**config.mk**
```make
export PLATFORM = sky130hd
export DESIGN_NAME = serial_subtractor_ctrl
export DESIGN_NICKNAME = d
export VERILOG_FILES = /design/src/rtl/serial_subtractor_ctrl.sv
export SDC_FILE = /design/constraint.sdc
export NUM_CORES = 1
export LEC_CHECK = 0
export CORE_ASPECT_RATIO = 0.75
export CORE_UTILIZATION = 45
export DETAILED_ROUTE_END_ITERATION = 6
export GPL_ROUTABILITY_DRIVEN = 0
export PLACE_DENSITY_LB_ADDON = 0.05
export SYNTH_ARGS = -nofsm -noshare
export SYNTH_HDL_FRONTEND = slang
export SYNTH_SLANG_ARGS = --single-unit
```
**constraint.sdc**
```tcl
create_clock -name clk -period 2.3 [get_ports clk]
set_clock_uncertainty 0.05 [all_clocks]
set_input_delay 0.345 -clock clk [delete_from_list [all_inputs] [get_ports clk]]
set_output_delay 0.345 -clock clk [all_outputs]
set_load 0.01 [all_outputs]
```
**src/rtl/serial_subtractor_ctrl.sv**
```systemverilog
// Bit-serial subtractor (a - b - bin), LSB first, through one full-subtractor stage.
// Optional signed overflow output enabled by defining SERIAL_SUB_OVF_EN.
module serial_subtractor_ctrl #(
    parameter int WIDTH = 8
) (
    input  logic             clk,
    input  logic             rst,
    input  logic             start,
    input  logic [WIDTH-1:0] a,
    input  logic [WIDTH-1:0] b,
    input  logic             bin,
    output logic             busy,
    output logic             done,
    output logic [WIDTH-1:0] diff,
    output logic             bout
`ifdef SERIAL_SUB_OVF_EN
    ,
    output logic             ovf
`endif
);

    typedef enum logic [1:0] {
        IDLE = 2'd0,
        RUN  = 2'd1,
        DONE = 2'd2
    } state_t;

    localparam logic [5:0] LAST_BIT = 6'(WIDTH - 1);

    state_t           state_reg, state_next;
    logic [WIDTH-1:0] a_sh_reg, b_sh_reg, res_reg, diff_reg;
    logic [WIDTH-1:0] res_shift;
    logic [5:0]       cnt_reg;
    logic             br_reg, bout_reg;
    logic             x_bit, y_bit, d_bit, br_next;
    logic             accept, last_bit;

    assign x_bit    = a_sh_reg[0];
    assign y_bit    = b_sh_reg[0];
    assign d_bit    = x_bit ^ y_bit ^ br_reg;
    assign br_next  = (~x_bit & y_bit) | (~(x_bit ^ y_bit) & br_reg);
    assign accept   = start && ((state_reg == IDLE) || (state_reg == DONE));
    assign last_bit = (state_reg == RUN) && (cnt_reg == LAST_BIT);

    // New bit enters at the MSB, so bit 0 lands at position 0 after WIDTH shifts.
    generate
        if (WIDTH == 1) begin : g_res_w1
            assign res_shift = d_bit;
        end else begin : g_res_wn
            assign res_shift = {d_bit, res_reg[WIDTH-1:1]};
        end
    endgenerate

    always_ff @(posedge clk) begin
        if (rst) begin
            state_reg <= IDLE;
        end else begin
            state_reg <= state_next;
        end
    end

    always_comb begin
        state_next = state_reg;
        case (state_reg)
            IDLE:    if (start) state_next = RUN;
            RUN:     if (cnt_reg == LAST_BIT) state_next = DONE;
            DONE:    state_next = start ? RUN : IDLE;
            default: state_next = IDLE;
        endcase
    end

    always_ff @(posedge clk) begin
        if (rst) begin
            a_sh_reg <= '0;
            b_sh_reg <= '0;
            res_reg  <= '0;
            br_reg   <= 1'b0;
            cnt_reg  <= '0;
            diff_reg <= '0;
            bout_reg <= 1'b0;
        end else if (accept) begin
            a_sh_reg <= a;
            b_sh_reg <= b;
            br_reg   <= bin;
            res_reg  <= '0;
            cnt_reg  <= '0;
        end else if (state_reg == RUN) begin
            a_sh_reg <= a_sh_reg >> 1;
            b_sh_reg <= b_sh_reg >> 1;
            br_reg   <= br_next;
            res_reg  <= res_shift;
            cnt_reg  <= cnt_reg + 6'd1;
            if (last_bit) begin
                diff_reg <= res_shift;
                bout_reg <= br_next;
            end
        end
    end

`ifdef SERIAL_SUB_OVF_EN
    logic a_msb_reg, b_msb_reg, ovf_reg;

    // Operand sign bits are shifted out during RUN, so keep copies for the overflow test.
    always_ff @(posedge clk) begin
        if (rst) begin
            a_msb_reg <= 1'b0;
            b_msb_reg <= 1'b0;
            ovf_reg   <= 1'b0;
        end else if (accept) begin
            a_msb_reg <= a[WIDTH-1];
            b_msb_reg <= b[WIDTH-1];
        end else if (last_bit) begin
            ovf_reg <= (a_msb_reg != b_msb_reg) && (d_bit != a_msb_reg);
        end
    end

    assign ovf = ovf_reg;
`endif

    assign busy = (state_reg == RUN);
    assign done = (state_reg == DONE);
    assign diff = diff_reg;
    assign bout = bout_reg;

endmodule

```
==> impl_metrics.py <==
metrics = {
    "critical_path": {
        "critPathKind": "register to output pin",
        "cpMaxStageDelayCell": "clkdlybuf4s50_1",
        "startpoint_type": "register",
        "cp-end-kind": "output pin",
        "max_stage_delay_ns": 0.61,
        "arrival_ns": 1.71,
        "cp_max_fo": 15,
        "required_ns": 1.90,
        "crit_chain": "nand2b_1 -> clkinv_1 -> clkdlybuf4s50_1",
    },
    "route": {
        "dr_total_vias": 1533,
        "ant_nets": 0,
        "routed_via_density": 5.51,
        "dr.pass1.iters": 4,
        "wl_um": 3900,
        "drcViolationCount": 0,
        "wl_per_cell_um": 14.0,
        "drt_iter0_drc": 65,
    },
    "die": {
        "std_cell_rows": 19,
        "start_util_pct": 47.1,
        "die_area_mm2": 0.00408,
        "ioPinCount": 31,
        "coreArea_mm2": 0.00366,
        "dieHeight_um": 55.6,
        "die_x_um": 73.5,
    },
    "clock_tree": {
        "htreeDepth": 2,
        "cts_setup_buffers": 0,
        "hold_buffers": 0,
        "cts_tree": "yes",
        "cts_resized": 0,
        "cts_buffers": 5,
        "clkSlewWorstSetupHoldPaths_ns": 0.07,
        "cts_root_buf": "clkbuf_8",
        "clock_sinks": 41,
        "cts_buffer_depth": 2,
        "clock_latency_ns": 0.29,
    },
    "grt": {
        "grt_util_all_layers_pct": 21.0,
        "grt_max_degree": 29,
        "antenna_found_initial": 0,
        "grt_pass1_vias": 1431,
        "grt.overflow.total": 0,
        "grt_pass1_wl_um": 6440,
    },
    "place": {
        "dpl_cell_area_mm2": 0.00209,
        "io_buffers": 30,
        "hpwl_um": 2650,
    },
    "finish": {
        "final_cell_area_mm2": 0.00218,
        "drive_gt1_share_pct": 12.8,
        "final_cell_mix": "dfxtp_1 (41), clkdlybuf4s50_1 (30), nand2_1 (25), nor3_1 (17), a21oi_1 (13)",
        "syn_to_final_growth_pct": 26.4,
        "final_common_cell": "dfxtp_1",
        "nFillCells": 343,
        "nNetsFinal": 248,
        "final_core_util_pct": 59.5,
        "antennaDiodeCount": 0,
    },
    "timing": {
        "finalCritPeriodShare_pct": 91.6,
        "setup_viol": 0,
        "timing.final.max_slew_violations": 0,
        "hold_viol": 0,
        "rsz0062_at_grt": "false",
        "max_slew_margin_pct": 64.4,
        "fmax_mhz": 475,
        "worst_slew_pin_slew_ns": 0.534,
        "fin_setup_tns_ns": 0,
        "fin_crit_ns": 2.11,
        "whs_ns": 0.419,
    },
    "synth": {
        "syn-num-nets": 218,
        "synthMuxAreaShare_pct": 2.61,
        "synth_top_area_cell": "dfxtp_1",
        "synthAdderAreaFrac_pct": 1.89,
        "synth_top_area_share_pct": 47.6,
        "synthSimpleGateAreaFrac_pct": 19.5,
        "ys_types": 37,
        "netlist_instances": 196,
        "yosys-top-cells-area": "dfxtp_1 (48%), nand2_1 (5.4%), nor3_1 (4.9%)",
        "postSynth.asyncResetShare_pct": 0,
        "synth_ff_type": "dfxtp_1",
        "synth_area_mm2": 0.00172,
        "synthXorXnorAreaFrac_pct": 1.02,
        "ys_warn_count": 0,
        "synth_top_family_by_area": "compound AO/OA/AOI/OAI gates",
        "avgSynthCellArea_um2": 8.79,
        "synth_edf_count": 0,
        "ys_seq_area_share_pct": 47.6,
        "synth_compound_area_share_pct": 20.1,
        "yosys_register_bits": 41,
    },
    "worst_hold_path": {
        "min_path_type": "register to register",
    },
    "run": {
        "max_cap_violations": 0,
    },
    "pwr": {
        "peakVddDrop_mv": 0.376,
        "powerDensity_mw_per_mm2": 649,
        "leakage_nw": 0.765,
    },
    "run_status": {
        "status": "finished clean",
    },
}
-- layer usage --
layer  vias to the layer above  share of wire [%]  wire (um)  global-route usage (%)
met1                       713                 49       1910                    27.9
met2                        50                 43       1660                    31.2
met4                         0                2.2         87                    10.4
li1                        758                  -          -                       -
met5                         -                  0          0                       0
met3                        12                6.2        242                    5.62
-- layout make-up --
| class | instances | area, um^2 | share of cell area [%] |
|---|---|---|---|
| clock buffer | 7 | 86.3 | 3.97 |
| inverter | 12 | 45.0 | 2.07 |
| multi-input combinational | 125 | 777 | 35.7 |
| sequential | 41 | 821 | 37.7 |
| tap | 52 | 65.1 | 2.99 |
| timing repair buffer | 41 | 383 | 17.6 |
-- worst max-delay path, delay by kind of cell (launching register included) --
kind / cells / cell delay, ns
buffers and inverters: 2 / 0.96
flip-flops: 1 / 0.34
AND/OR/NAND/NOR: 1 / 0.13
-- where the power goes --
part	leakage, nW	internal, mW	switching, mW
logic	0.386	0.0873	0.0987
clock network	0.0443	0.238	0.230
registers	0.334	0.741	0.0182
total	0.765	1.07	0.347
-- per-stage QoR --
step                setup slack (ns)  instances  total power, mW
floorplan                      0.581        196            0.888
global placement               0.581        271            0.956
detailed placement             0.505        271            0.961
CTS                            0.203        278             1.43
global route                   0.123        278             1.49
finish                         0.193        278             1.41
-- Yosys cell counts, types with 2 or more instances --
| master | number |
|---|---|
| a21oi_1 | 13 |
| a22oi_1 | 2 |
| a311oi_1 | 8 |
| a31o_2 | 8 |
| a31oi_1 | 5 |
| buf_1 | 2 |
| buf_2 | 4 |
| clkbuf_1 | 11 |
| dfxtp_1 | 41 |
| inv_1 | 11 |
| mux2i_1 | 3 |
| nand2_1 | 25 |
| nand2b_1 | 2 |
| nand3_1 | 7 |
| nand4_1 | 2 |
| nor2_1 | 3 |
| nor2b_1 | 3 |
| nor3_1 | 17 |
| o21ai_0 | 4 |
| o22ai_1 | 8 |
-- cell families (layout without fill, tap and decap cells) --
group / after synthesis / after routing
AND/OR/NAND/NOR: 66 / 66
AO/OA/AOI/OAI: 51 / 51
flip-flops: 41 / 41
buffers and inverters: 30 / 60
multiplexers: 4 / 4
adder cells (fa/ha/maj): 2 / 2
XOR/XNOR: 2 / 2
-- path summary, 6_finish.rpt --
check,start,depth (start not counted),slack (ns),endpoint
worst max-delay path,state_reg[1],3,0.19,busy
worst max register to register,state_reg[1],5,0.55,diff[6]
worst min-delay path,res_reg[1],2,0.42,res_reg[1]
worst min register to register,res_reg[1],2,0.42,res_reg[1]
(Power assumes the default switching activity.)
